File: config.mk
export PLATFORM = sky130hd
export DESIGN_NAME = spi_slave_ctrl
export DESIGN_NICKNAME = d
export VERILOG_FILES = /design/src/rtl/spi_slave_ctrl.sv
export SDC_FILE = /design/constraint.sdc
export NUM_CORES = 1
export LEC_CHECK = 0
export CAP_MARGIN = 5
export CORE_ASPECT_RATIO = 1.75
export CORE_MARGIN = 2
export CORE_UTILIZATION = 42
export CTS_BUF_LIST = sky130_fd_sc_hd__clkbuf_4
export CTS_CLUSTER_SIZE = 28
export DETAILED_ROUTE_END_ITERATION = 8
export HOLD_SLACK_MARGIN = 0.1
export SLEW_MARGIN = 15
export SYNTH_ARGS = -nofsm -noshare
export SYNTH_HDL_FRONTEND = slang
export SYNTH_SLANG_ARGS = --single-unit
File: constraint.sdc
create_clock -name clk -period 5.2 [get_ports clk]
set_clock_uncertainty 0.1 [all_clocks]
set_input_delay 0.52 -clock clk [delete_from_list [all_inputs] [get_ports clk]]
set_output_delay 0.52 -clock clk [all_outputs]
set_load 0.03 [all_outputs]
File: src/rtl/spi_slave_ctrl.sv
// spi_slave_ctrl -- SPI mode-0 slave frame controller.
//
// Decodes a frame of ADDR_W address bits plus one R/W bit, followed by one
// (BURST=0) or a stream of (BURST=1) DATA_W-bit data words, all MSB first.
// Inputs are already synchronised: cs_n, mosi and one-clk SCLK edge pulses.
//
// Ports:
//   clk, reset            system clock, asynchronous active-high reset
//   cs_n                  chip select, active low
//   sclk_pos / sclk_neg   one-clk pulses on SCLK rising / falling edge
//   mosi                  serial data in
//   dm_rdata              memory read data, valid one clk after dm_re
//   addr, addr_we         current word address and its (re)load pulse
//   rw                    1 = read frame, 0 = write frame
//   dm_we, dm_wdata       write strobe and write data
//   dm_re                 read strobe for addr
//   miso, miso_oe         serial data out and its tristate enable
//   busy                  high while a frame is in progress
//   frame_err             pulse when CS rises in the middle of a word
module spi_slave_ctrl #(
  parameter int ADDR_W = 7,
  parameter int DATA_W = 8,
  parameter bit BURST  = 1'b1
) (
  input  logic              clk,
  input  logic              reset,
  input  logic              cs_n,
  input  logic              sclk_pos,
  input  logic              sclk_neg,
  input  logic              mosi,
  input  logic [DATA_W-1:0] dm_rdata,
  output logic [ADDR_W-1:0] addr,
  output logic              addr_we,
  output logic              rw,
  output logic              dm_we,
  output logic [DATA_W-1:0] dm_wdata,
  output logic              dm_re,
  output logic              miso,
  output logic              miso_oe,
  output logic              busy,
  output logic              frame_err
);

  localparam int MAX_W = (ADDR_W + 1 > DATA_W) ? ADDR_W + 1 : DATA_W;
  localparam int CNT_W = $clog2(MAX_W + 1);
  localparam logic [CNT_W-1:0] ADDR_LAST = CNT_W'(ADDR_W);
  localparam logic [CNT_W-1:0] DATA_LAST = CNT_W'(DATA_W - 1);
  localparam logic [CNT_W-1:0] DATA_END  = CNT_W'(DATA_W);

  typedef enum logic [1:0] {IDLE, ADDR, DATA, DONE} state_t;

  state_t            state, state_nx;
  logic              cs_q;
  logic [CNT_W-1:0]  cnt;
  logic [ADDR_W-1:0] asr;
  logic [DATA_W-1:0] wsr;
  logic [DATA_W-1:0] rsr;
  logic              re_d;

  logic cs_fall, abort, partial, addr_done, word_end, rd_shift;

  always_comb begin
    cs_fall   = cs_q & ~cs_n;
    // cs_n going high wins over any SCLK pulse in the same clk
    abort     = (state != IDLE) && cs_n;
    partial   = ((state == ADDR) && (cnt != '0)) ||
                ((state == DATA) && (cnt != '0) && (cnt != DATA_END));
    addr_done = (state == ADDR) && !cs_n && sclk_pos && (cnt == ADDR_LAST);
    // cnt parks at DATA_END for one clk so dm_we sees the old address
    // before the burst increment
    word_end  = (state == DATA) && !cs_n && (cnt == DATA_END);
    // at count 0 the MSB is already on miso, so that falling edge is skipped
    rd_shift  = (state == DATA) && !cs_n && rw && sclk_neg &&
                (cnt != '0) && (cnt < DATA_END);

    state_nx = state;
    unique case (state)
      IDLE: if (cs_fall) state_nx = ADDR;
      ADDR: begin
        if (cs_n)           state_nx = IDLE;
        else if (addr_done) state_nx = DATA;
      end
      DATA: begin
        if (cs_n)                   state_nx = IDLE;
        else if (word_end && !BURST) state_nx = DONE;
      end
      DONE: if (cs_n) state_nx = IDLE;
      default: state_nx = IDLE;
    endcase
  end

  always_ff @(posedge clk or posedge reset) begin
    if (reset) state <= IDLE;
    else       state <= state_nx;
  end

  always_ff @(posedge clk or posedge reset) begin
    if (reset) begin
      cs_q      <= 1'b1;
      cnt       <= '0;
      asr       <= '0;
      wsr       <= '0;
      rsr       <= '0;
      re_d      <= 1'b0;
      addr      <= '0;
      rw        <= 1'b0;
      addr_we   <= 1'b0;
      dm_we     <= 1'b0;
      dm_wdata  <= '0;
      dm_re     <= 1'b0;
      frame_err <= 1'b0;
    end else begin
      cs_q      <= cs_n;
      addr_we   <= 1'b0;
      dm_we     <= 1'b0;
      dm_re     <= 1'b0;
      frame_err <= 1'b0;
      re_d      <= dm_re;

      // memory answers one clk after dm_re; capture it then
      if (re_d)          rsr <= dm_rdata;
      else if (rd_shift) rsr <= rsr << 1;

      if (abort) begin
        frame_err <= partial;
        cnt       <= '0;
      end else begin
        unique case (state)
          IDLE: cnt <= '0;
          ADDR: begin
            if (sclk_pos) begin
              if (cnt == ADDR_LAST) begin
                addr    <= asr;
                rw      <= mosi;
                addr_we <= 1'b1;
                dm_re   <= mosi;
                cnt     <= '0;
              end else begin
                asr <= ADDR_W'({asr, mosi});
                cnt <= cnt + CNT_W'(1);
              end
            end
          end
          DATA: begin
            if (word_end) begin
              if (BURST) begin
                addr    <= addr + ADDR_W'(1);
                addr_we <= 1'b1;
                dm_re   <= rw;
                cnt     <= '0;
              end
            end else if (sclk_pos) begin
              wsr <= DATA_W'({wsr, mosi});
              cnt <= cnt + CNT_W'(1);
              if ((cnt == DATA_LAST) && !rw) begin
                dm_wdata <= DATA_W'({wsr, mosi});
                dm_we    <= 1'b1;
              end
            end
          end
          default: ;
        endcase
      end
    end
  end

  assign miso    = rsr[DATA_W-1];
  assign miso_oe = (state == DATA) && rw;
  assign busy    = (state != IDLE);

endmodule
==> results of run 1 <==
## cell type report
cell class / count / area, µm² / share of cell area [%]
clock inverter: 3 / 45.0 / 1.49
sequential: 50 / 1250 / 41.4
tap: 78 / 97.6 / 3.22
clock buffer: 5 / 37.5 / 1.24
multi-input combinational: 149 / 1180 / 39.1
inverter: 13 / 50.0 / 1.65
timing repair buffer: 36 / 360 / 11.9
## worst min path at each step
stage                        from                 endpoint  slack (ns)  cells past startpoint
5_1_grt           dm_re$_DFF_PP0_           re_d$_DFF_PP0_        0.31                      0
3_5_place_dp      dm_re$_DFF_PP0_           re_d$_DFF_PP0_        0.27                      0
3_3_place_gp      dm_re$_DFF_PP0_           re_d$_DFF_PP0_        0.28                      0
2_1_floorplan  wsr[6]$_DFFE_PP0P_  dm_wdata[7]$_DFFE_PP0P_        0.38                      1
4_1_cts           dm_re$_DFF_PP0_           re_d$_DFF_PP0_        0.30                      0
6_report          dm_re$_DFF_PP0_           re_d$_DFF_PP0_        0.30                      0
## flip-flops by register name, indices dropped and copies added (netlist names), 2 cells and up
| signal | flops |
|---|---|
| dm_wdata | 8 |
| rsr | 8 |
| addr | 7 |
| asr | 7 |
| wsr | 7 |
| cnt | 4 |
| state | 2 |
## per-stage QoR
step                area (µm²)  util (%)  hold slack [ns]
floorplan                 2540         -            0.376
global placement          2940      50.1            0.276
detailed placement        2940      50.1            0.268
CTS                       3030      51.5            0.304
global route              3030      51.5            0.309
finish                    3030      51.5            0.297
## power by group
part           switching [mW]  leakage [nW]  internal, mW
Combinational           0.136         0.661         0.105
Sequential             0.0288         0.658         0.426
Clock                   0.129        0.0374         0.101
Total                   0.294          1.36         0.633
## worst reg2reg max path: cells and delay by family (launching register included)
kind                     cells  cell delay, ns
AO/OA/AOI/OAI                1            0.09
adder cells (fa/ha/maj)      1            0.73
buffers and inverters        1            0.11
flip-flops                   1            0.44
multiplexers                 1            0.27
AND/OR/NAND/NOR              2            1.23
## cells by family after synthesis
kind of cell | synth area share [%]
compound gates | 11.1
fa+ha+maj | 3.45
buf+inv | 4.34
flops | 49.3
mux | 15.8
simple gates | 16.1
## per-layer routing
metal / up-vias / global-route usage [%] / wire, µm / share of wire [%]
met3: 8 / 2.83 / 154 / 3.1
met5: - / 0 / 0 / 0
li1: 871 / - / - / -
met2: 39 / 27.7 / 2570 / 51
met1: 881 / 20.4 / 2170 / 43
met4: 0 / 6.67 / 111 / 2.2
## cells in the final DEF, fill, tap and decap left out, types with 3 or more instances in the layout
master / count
and3_1: 3
clkdlybuf4s50_1: 36
nor2_1: 12
nand3_1: 3
mux2i_1: 10
o22a_1: 3
or2_2: 3
ha_1: 7
nor2b_1: 3
a31oi_1: 4
nor3_1: 3
nand4_1: 4
clkbuf_4: 5
inv_1: 12
nand2b_1: 4
o21ai_0: 13
a21oi_1: 4
a221oi_1: 3
o31ai_1: 5
mux2_2: 16
nor4_1: 4
dfrtp_1: 49
nand2_1: 14
mux2_4: 8
## synth_stat cells, types with 5 or more instances
| library cell | number |
|---|---|
| ha_1 | 7 |
| o31ai_1 | 5 |
| mux2_2 | 16 |
| mux2_4 | 8 |
| inv_1 | 13 |
| o21ai_0 | 13 |
| nand2_1 | 14 |
| mux2i_1 | 10 |
| nor2_1 | 12 |
| dfrtp_1 | 49 |
==> flow_metrics.env, run 1 <==
export IMPL_avgViaCountPerCell=5.39
export IMPL_instances_no_fill=334
export IMPL_die_area_um2=6710
export IMPL_wl_per_cell_um=15.0
export IMPL_cts_sinks=50
export IMPL_drtPass1Iterations=4
export IMPL_reg2reg_to="rsr[5]$_DFFE_PP0P_"
export IMPL_io_buffers=36
export IMPL_crit_required_ns=4.58
export IMPL_synth_area_per_cell_um2=11.4
export IMPL_tns_ns=0
export IMPL_h_tree_depth=2
export IMPL_holdBufCountCts=0
export IMPL_synth_ff_type="dfrtp_1"
export IMPL_fillers=574
export IMPL_placementRows=37
export IMPL_vias=1799
export IMPL_grt_pass1_vias=1772
export IMPL_slew_violations=0
export IMPL_async_flop_share_pct=100
export IMPL_cp_cell_sequence="inv_1, ha_1, and2_1, clkdlybuf4s50_1"
export IMPL_fin_crit_ns=3.18
export IMPL_worst_path_stages=4
export IMPL_drc=0
export IMPL_diodes=0
export IMPL_grt_max_degree=51
export IMPL_cts_root_buf="clkbuf_4"
export IMPL_reg2reg_from="state[0]$_DFFE_PP0P_"
export IMPL_slew_headroom_pct=23.9
export IMPL_dpl_hpwl_um=3630
export IMPL_syn_nets=243
export IMPL_p_leak_nw=1.36
export IMPL_crit_family="buffers and inverters"
export IMPL_cpMaxStageDelayCell="ha_1"
export IMPL_grt_pass1_wl_um=8610
export IMPL_hold_violations=0
export IMPL_path_clk_slew_ns=0.15
export IMPL_yosysTopAreaCell="dfrtp_1"
export IMPL_setup_violations_final=0
export IMPL_crit_path_end_kind="output port"
export IMPL_path_max_fanout=22
export IMPL_reg2reg_depth=6
export IMPL_rsz0062_at_grt="false"
export IMPL_critPathKind="reg2out"
export IMPL_endpoint="miso_oe"
export IMPL_routabilityCongestion=0.814
export IMPL_worst_slack_ns=2.02
export IMPL_cp_data_arrival_time_ns=2.56
export IMPL_final_period_utilization_pct=61.1
export IMPL_max_clock_freq_mhz=315
export IMPL_wirelength_um=5000
export IMPL_dr_first_iter_drc_count=46
export IMPL_yosys_top_cells_area="dfrtp_1, mux2_2, mux2_4"
export IMPL_p_per_area_nw_per_um2=306
export IMPL_synth_edf_count=0
export IMPL_initial_core_util_pct=43.2
export IMPL_yosysUniqueCellTypes=48
export IMPL_clockBufferDepth=2
export IMPL_yosys_warnings=0
export IMPL_drv_cap=0
export IMPL_syn_inst=222
export IMPL_post_cts_buffers=0
export IMPL_regToRegSetupSlack_ns=2.12
export IMPL_pin_count=37
export IMPL_p_total_mw=0.927
export IMPL_cts_tree="yes"
export IMPL_die_h_um=107
export IMPL_core_area_um2=5880
export IMPL_die_w_um=62.8
export IMPL_startpoint="state[0]$_DFFE_PP0P_"
export IMPL_cts_resized=0
export IMPL_status="finished clean"
export IMPL_placed_cells=326
export IMPL_grt_usage_pct=16.3
export IMPL_yosysSeqAreaShare_pct=49.3
export IMPL_path_buf_inv=2
export IMPL_clkLatencyLatePin_ns=0.37
export IMPL_grt_overflow=0
export IMPL_place_ws_ns=2.14
export IMPL_ant_nets=0
export IMPL_syn_area_um2=2540
export IMPL_hold_class="reg2reg"
export IMPL_numCtsBuffers=5
export IMPL_drive_gt1_share_pct=16.8
export IMPL_worst_path_largest_cell_delay_ns=0.73
export IMPL_synth_seq_cells=50
export IMPL_fin_nets=276
export IMPL_antenna_found_initial=0
export IMPL_synthDominantCellAreaShare_pct=48.3
export IMPL_tightest_slew_ns=1.14
export IMPL_area_growth_pct=19.2
export IMPL_ir_drop_v=0.000277
export IMPL_cp_start_kind="register"
Power figures use the tool's default switching activity.
==> run 2, diff against run 1 <==
- clock period: 5.2 -> 3.2 ns (I/O delays scaled with it)
==> flow_metrics.env, run 2 (synthesized netlist as in run 1, its figures left out) <==
export IMPL_hp_start="dm_re$_DFF_PP0_"
export IMPL_status="finished clean"
export IMPL_reg2reg_to="dm_wdata[2]$_DFFE_PP0P_"
export IMPL_hold_class="reg2reg"
export IMPL_cp_start_kind="register"
export IMPL_worst_slack_ns=0.456
export IMPL_wl_per_cell_um=14.6
export IMPL_place_ws_ns=0.559
export IMPL_die_h_um=107
export IMPL_grt_max_degree=51
export IMPL_internal_power_mw=1.03
export IMPL_grt_pass1_wl_um=8510
export IMPL_setup_violations_final=0
export IMPL_drc=0
export IMPL_seqPwrFrac_pct=49.5
export IMPL_grt_usage_pct=16.1
export IMPL_crit_path_end_kind="output port"
export IMPL_h_tree_depth=2
export IMPL_p_per_area_nw_per_um2=493
export IMPL_rsz0062_at_grt="false"
export IMPL_routabilityCongestion=0.835
export IMPL_swShare_pct=31.4
export IMPL_io_buffers=36
export IMPL_layout_commonest_cell="dfrtp_1"
export IMPL_combPwrFrac_pct=25.9
export IMPL_slew_violations=0
export IMPL_holdBufCountCts=0
export IMPL_instances_no_fill=336
export IMPL_cp_data_arrival_time_ns=2.32
export IMPL_pin_count=37
export IMPL_cts_sinks=50
export IMPL_grt_busiest_layer="met2"
export IMPL_clockBufferDepth=2
export IMPL_fillers=551
export IMPL_dpl_hpwl_um=3600
export IMPL_area_growth_pct=19.7
export IMPL_reg2reg_depth=6
export IMPL_path_max_fanout=18
export IMPL_fin_util_pct=51.7
export IMPL_vias=1783
export IMPL_top_regs="dm_wdata: 8 flops, rsr: 8 flops"
export IMPL_use_met2_pct=27.7
export IMPL_grt_use_met3_pct=3.25
export IMPL_die_area_um2=6710
export IMPL_die_w_um=62.8
export IMPL_initial_core_util_pct=43.2
export IMPL_crit_required_ns=2.78
export IMPL_hold_slack_ns=0.290
export IMPL_critPathKind="reg2out"
export IMPL_p_leak_nw=1.37
export IMPL_regToRegSetupSlack_ns=0.67
export IMPL_fin_nets=278
export IMPL_clkLatencyLatePin_ns=0.37
export IMPL_post_cts_buffers=0
export IMPL_placed_cell_area_um2=2960
export IMPL_ir_drop_v=0.000305
export IMPL_cts_root_buf="clkbuf_4"
export IMPL_core_area_um2=5880
export IMPL_diodes=0
export IMPL_max_clock_freq_mhz=364
export IMPL_grt_overflow=0
export IMPL_layout_common_cells="dfrtp_1, clkdlybuf4s50_1, mux2_2, nand2_1, o21ai_0"
export IMPL_avgViaCountPerCell=5.31
export IMPL_path_clk_slew_ns=0.15
export IMPL_placementRows=37
export IMPL_tightest_slew_ns=0.998
export IMPL_antenna_found_initial=0
export IMPL_p_clk_share_pct=24.6
export IMPL_grt_pass1_vias=1775
export IMPL_drive_gt1_share_pct=17.4
export IMPL_ant_nets=0
export IMPL_p_sw_mw=0.472
export IMPL_drv_cap=0
export IMPL_cts_tree="yes"
export IMPL_holdPathEnd="re_d$_DFF_PP0_"
export IMPL_fin_crit_ns=2.74
export IMPL_reg2reg_from="state[0]$_DFFE_PP0P_"
export IMPL_tns_ns=0
export IMPL_placed_cells=328
export IMPL_dr_first_iter_drc_count=86
export IMPL_hold_violations=0
export IMPL_numCtsBuffers=5
export IMPL_p_total_mw=1.50
export IMPL_wirelength_um=4890
export IMPL_hold_depth=0
export IMPL_fin_area_um2=3040
export IMPL_slew_headroom_pct=33.4
export IMPL_use_met1_pct=19.4
export IMPL_drtPass1Iterations=4
export IMPL_final_period_utilization_pct=85.7
export IMPL_cts_resized=0
==> run 2: cell types whose count changed in the layout (fill, tap and decap cells not counted) <==
cell	change
clkinv_2	-1
buf_4	+2
inv_2	+1
==> run 2: critical path: stages, from the launching register on <==
cell             delay (ns)
dfrtp_1                0.44
inv_1                  0.11
ha_1                   0.29
buf_4                  0.28
and2_1                 0.15
clkdlybuf4s50_1        0.68
==> run 2: layout make-up <==
type                    count  area (µm²)  share of cell area [%]
multi-input cells         149        1180                    38.9
clock inverters             3        45.0                    1.48
well taps                  78        97.6                    3.21
repair buffers             38         375                    12.3
clock buffers               5        37.5                    1.23
flip-flops and latches     50        1250                    41.2
inverters                  13        48.8                    1.60
==> run 2: how the worst max path moves through the flow <==
stage / end / cells past startpoint / start / slack, ns
2_1_floorplan: dm_wdata[0]$_DFFE_PP0P_ / 8 / state[0]$_DFFE_PP0P_ / 1.12
3_3_place_gp: dm_wdata[6]$_DFFE_PP0P_ / 5 / cs_n / 0.61
3_5_place_dp: dm_wdata[2]$_DFFE_PP0P_ / 5 / cs_n / 0.56
4_1_cts: miso_oe / 5 / state[0]$_DFFE_PP0P_ / 0.40
5_1_grt: miso_oe / 5 / state[0]$_DFFE_PP0P_ / 0.28
6_report: miso_oe / 5 / state[0]$_DFFE_PP0P_ / 0.46
==> run 2: layer usage <==
| metal | part of all wire, % | wire length (µm) |
|---|---|---|
| met1 | 43 | 2100 |
| met3 | 3.8 | 184 |
| met4 | 2.3 | 112 |
| met5 | 0 | 0 |
| met2 | 51 | 2490 |
==> run 2: power by group through the flow <==
stage,sequential (mW),clock (mW),combinational (mW)
3_5_place_dp,0.756,0,0.390
6_report,0.742,0.368,0.389
4_1_cts,0.744,0.385,0.392
5_1_grt,0.753,0.416,0.429
3_3_place_gp,0.754,0,0.393
2_1_floorplan,0.742,0,0.301
==> run 3, diff against run 2 <==
- SETUP_SLACK_MARGIN: not set -> 0.1
- TNS_END_PERCENT: not set -> 10
==> results of run 3 <==
No change in the layout: final DEF, timing and power equal those of run 2.
==> patch 1 (flow settings as in run 3) <==
Set the parameter `ADDR_W` to 6 (it was 7).
--- a/src/rtl/spi_slave_ctrl.sv
+++ b/src/rtl/spi_slave_ctrl.sv
@@ -18,7 +18,7 @@
 //   busy                  high while a frame is in progress
 //   frame_err             pulse when CS rises in the middle of a word
 module spi_slave_ctrl #(
-  parameter int ADDR_W = 7,
+  parameter int ADDR_W = 6,
   parameter int DATA_W = 8,
   parameter bit BURST  = 1'b1
 ) (
Ports: changed (resized addr); port bits go from 37 to 36. The function was not compared with the original's and may differ.
==> patch 1 against run 3 <==
- sequential power is 3.8% lower
- total power is 2.9% lower
- combinational power is 2% lower
- worst setup slack better by 0.16 ns
- wire length is 6.6% lower
- sequential cell count is 2 lower
- design area is 5.2% lower
- worst hold slack better by 0.0049 ns
- clock power is 1% lower
- synthesized area is 6.3% lower
==> patch 1: results (changes against run 3) <==
- Status: completed
- Registers with the most flip-flops: dm_wdata: 8 flops, rsr: 8 flops, wsr: 7 flops
- Largest net degree at the start of global routing: 49 (-3.9%)
- Depth of the CTS H-tree: 2 (unchanged)
- Min cycle time layout: 2.58 ns (-0.162 ns)
- Clock insertion delay at the later pin of the skew report: between 0.3 and 0.4 ns
- Worst R2R Setup Slack: 0.64 ns (-0.03 ns)
- Routability Congestion: 0.796 (-4.7%)
- Port-buffer cells: 35 (-2.8%)
- Via count of the first global-routing pass: 1655 (-6.8%)
- Total routed wirelength: 4.57 mm (-6.6%)
- Leakage power summed over all cells: 1.33 nW (-2.6%)
- Share of layout cells above drive strength 1: 16.1% (-1.3 points)
- Violation count after the first detailed-route iteration: 73 (-15%)
- Post-synthesis net count: 226 (-7.0%)
- Number of setup buffers added after CTS: 0 (unchanged)
- Wire length of the first global-routing pass: 7.73 mm (-9.1%)
- Cell types with the highest counts after synthesis: sky130_fd_sc_hd__dfrtp_1 (47), sky130_fd_sc_hd__nand2_1 (18), sky130_fd_sc_hd__mux2_2 (16), sky130_fd_sc_hd__mux2i_1 (15), sky130_fd_sc_hd__o21ai_0 (13)
- Worst Setup Slack post-DPL: 0.635 ns (+0.0756 ns)
- Post-DP HPWL: 3.36 mm (-6.6%)
- Final layout net count: 263 (-5.4%)
- Unique masters post-synth: 39 (-19%)
- Syn. warnings: 0 (unchanged)
- Global-route usage over all layers: 16.0% (-0.10 points)
- Worst-path fanout max: 6 (-12)
- Fraction of the yosys area taken by sequential cells: 50.5% (+1.2 points)
- Slew at the pin closest to its max-slew limit: 0.962 ns (-0.0358 ns)
- Vias post-DR: 1624 (-8.9%)
- CP Data Arrival Time: 2.16 ns (-0.16 ns)
- Synth area leaders: sky130_fd_sc_hd__dfrtp_1 (49%), sky130_fd_sc_hd__mux2_2 (7.6%), sky130_fd_sc_hd__mux2i_1 (6.3%)
- VDD IR-drop max: 301 uV (-1.5%)
## patch 1: changes by cell type after synthesis, sizes merged, moves of 3 or more
| cell | before | now |
|---|---|---|
| a21oi | 4 | 7 |
| a221oi | 3 | 0 |
| a31oi | 4 | 1 |
| inv | 13 | 10 |
| mux2i | 10 | 15 |
| nand2 | 14 | 18 |
| nor4 | 4 | 0 |
| o22a | 3 | 0 |
| o2bb2ai | 0 | 4 |
| o31ai | 5 | 0 |
| or2 | 4 | 0 |
## patch 1: layer usage
| metal | up-vias | wire [um] | track usage (%) |
|---|---|---|---|
| met5 | - | 0 | 0 |
| met4 | 0 | 76 | 5.59 |
| met3 | 6 | 128 | 2.75 |
| met2 | 31 | 2440 | 27.1 |
| met1 | 786 | 1920 | 19.8 |
| li1 | 801 | - | - |
## patch 1: cell type report
cell class,count,area (um^2)
clock buffers,5,37.5
clock inverters,3,42.5
fillers,491,2660
inverters,10,37.5
multi-input cells,138,1090
flip-flops and latches,48,1200
well taps,76,95.1
repair buffers,38,373
## patch 1: where the power goes
part           switching, mW  internal (mW)
Clock                  0.199          0.164
Sequential            0.0475          0.666
Combinational          0.214          0.165
## patch 1: metrics by stage
stage                     util (%)  cell area, um^2  total power [mW]  hold WS [ns]  instances
after CTS                     52.0             2880              1.47         0.302        318
after global routing          52.0             2880              1.54         0.316        318
after global placement        50.6             2800              1.11         0.270        310
after floorplan                  -             2380             0.998         0.224        204
final                         52.0             2880              1.46         0.295        318
after detailed placement      50.6             2800              1.11         0.269        310
## patch 1: kinds of logic after synthesis
| group | share of synthesized area [%] |
|---|---|
| AO/OA/AOI/OAI | 8.41 |
| AND/OR/NAND/NOR | 14.5 |
| flip-flops | 50.5 |
| adder cells (fa/ha/maj) | 4.21 |
| multiplexers | 18.9 |
| buffers and inverters | 3.47 |
==> patch 2 (settings of run 3) <==
Without the edit above. Put a register stage on the outputs `miso`, `miso_oe` and `busy`. The values now appear one clock later. The other outputs are not delayed to match.
--- a/src/rtl/spi_slave_ctrl.sv
+++ b/src/rtl/spi_slave_ctrl.sv
@@ -164,8 +164,10 @@
     end
   end
 
-  assign miso    = rsr[DATA_W-1];
-  assign miso_oe = (state == DATA) && rw;
-  assign busy    = (state != IDLE);
+  always_ff @(posedge clk) begin
+    miso    <= rsr[DATA_W-1];
+    miso_oe <= (state == DATA) && rw;
+    busy    <= (state != IDLE);
+  end
 
 endmodule
Check against the original RTL: not equivalent (a bounded check fails within 4 cycles, from zero or initial values and one cycle with reset high).
==> patch 2 against run 3 <==
- total power rose by 8.9%
- worst setup slack improved by 0.23 ns
- synthesized area rose by 2.4%
- wire length grew 2.0%
- design area increased by 3.0%
- sequential power rose by 5.8%
- sequential cell count is 3 higher
- highest routed layer unchanged
- worst hold slack got worse by 0.0033 ns
- non-clock buffer count grew 1
==> patch 2: results (changes against run 3) <==
- Tightest slew margin relative to the limit: 43.8% (+10 points)
- Routability Congestion: 0.795 (-4.8%)
- Met3 wire len: 138 um (-25%)
- VDD IR-drop max: 346 uV (+13%)
- Met3 capacity usage during global routing: 3.23% (-0.027 points)
- Detailed-routing wirelength on met1: 2.13 mm (+1.4%)
- Post-synthesis net count: 246 (+1.2%)
- CP Data Arrival Time: 2.70 ns (+0.38 ns)
- Share of layout cells above drive strength 1: 17.6% (+0.12 points)
- Cell with the largest stage delay on the worst path: sky130_fd_sc_hd__or3_1
- Family of cells with the greatest summed delay on the critical path: simple AND/OR/NAND/NOR gates
- Path class of the lowest-slack min-delay path: input port to asynchronous set/reset pin
- Post-DP HPWL: 3.62 mm (+0.55%)
- Global-route usage over all layers: 16.2% (+0.065 points)
- GRT met1 Usage: 19.7% (+0.30 points)
- DR WL met2: 2.62 mm (+5.0%)
- Synth area leaders: sky130_fd_sc_hd__dfrtp_1 (47%), sky130_fd_sc_hd__mux2_2 (6.9%), sky130_fd_sc_hd__mux2_4 (4.6%)
- Violation count after the first detailed-route iteration: 79 (-8.1%)
- Unique masters post-synth: 49 (+2.1%)
- Filler instances: 610 (+11%)
- Worst-path fanout max: 9 (-9)
- Leakage power summed over all cells: 1.41 nW (+3.4%)
- Final layout net count: 282 (+1.4%)
- Clock insertion delay at the later pin of the skew report: 0.39 ns (+0.02 ns)
- Status: completed
- Number of instances in the synthesized netlist: 225 (+1.4%)
- Fraction of the yosys area taken by sequential cells: 50.5% (+1.2 points)
patch 2: per-stage QoR:
stage                     total power [mW]  hold slack [ns]  worst slack [ns]  area, um^2  utilization [%]
final                                 1.63            0.287             0.682        3130             51.5
after global routing                  1.73            0.300             0.516        3130             51.5
after CTS                             1.66            0.294             0.670        3130             51.4
after detailed placement              1.20            0.262             0.576        3030             49.8
after global placement                1.19            0.259             0.667        3030             49.8
after floorplan                       1.09            0.224              1.12        2600                -
patch 2: where the power goes:
| part | total (mW) | switching (mW) | internal [mW] | leakage [nW] |
|---|---|---|---|---|
| Combinational | 0.398 | 0.223 | 0.175 | 0.677 |
| Sequential | 0.785 | 0.0485 | 0.737 | 0.683 |
| Clock | 0.450 | 0.208 | 0.242 | 0.0552 |
| Total | 1.63 | 0.479 | 1.15 | 1.41 |
patch 2: layout make-up:
cell class                 instances  area, um^2  area share (%)
clock buffer                       5        37.5            1.20
tap                               80         100            3.20
timing repair buffer              39         383            12.2
multi-input combinational        149        1180            37.8
clock inverter                     3        65.1            2.08
sequential                        53        1310            41.9
inverter                          13        50.0            1.60
patch 2: cells by family (layout without fill, tap and decap cells):
group	count (synthesis)	after routing	synth area share (%)
and+or+nand+nor	66	66	15.7
AOI/OAI and AO/OA	42	42	10.8
DFF	53	53	50.5
muxes	34	34	15.4
adders and majority gates	7	7	3.37
buffers and inverters	23	60	4.24
patch 2: how the worst min path moves through the flow:
stage	startpoint	to	slack, ns	cells past startpoint
finish	reset	cnt[0]	0.29	2
global route	rsr[7]	miso	0.30	0
CTS	rsr[7]	miso	0.29	0
detailed placement	rsr[7]	miso	0.26	0
global placement	rsr[7]	miso	0.26	0
floorplan	cs_n	cs_q	0.22	0
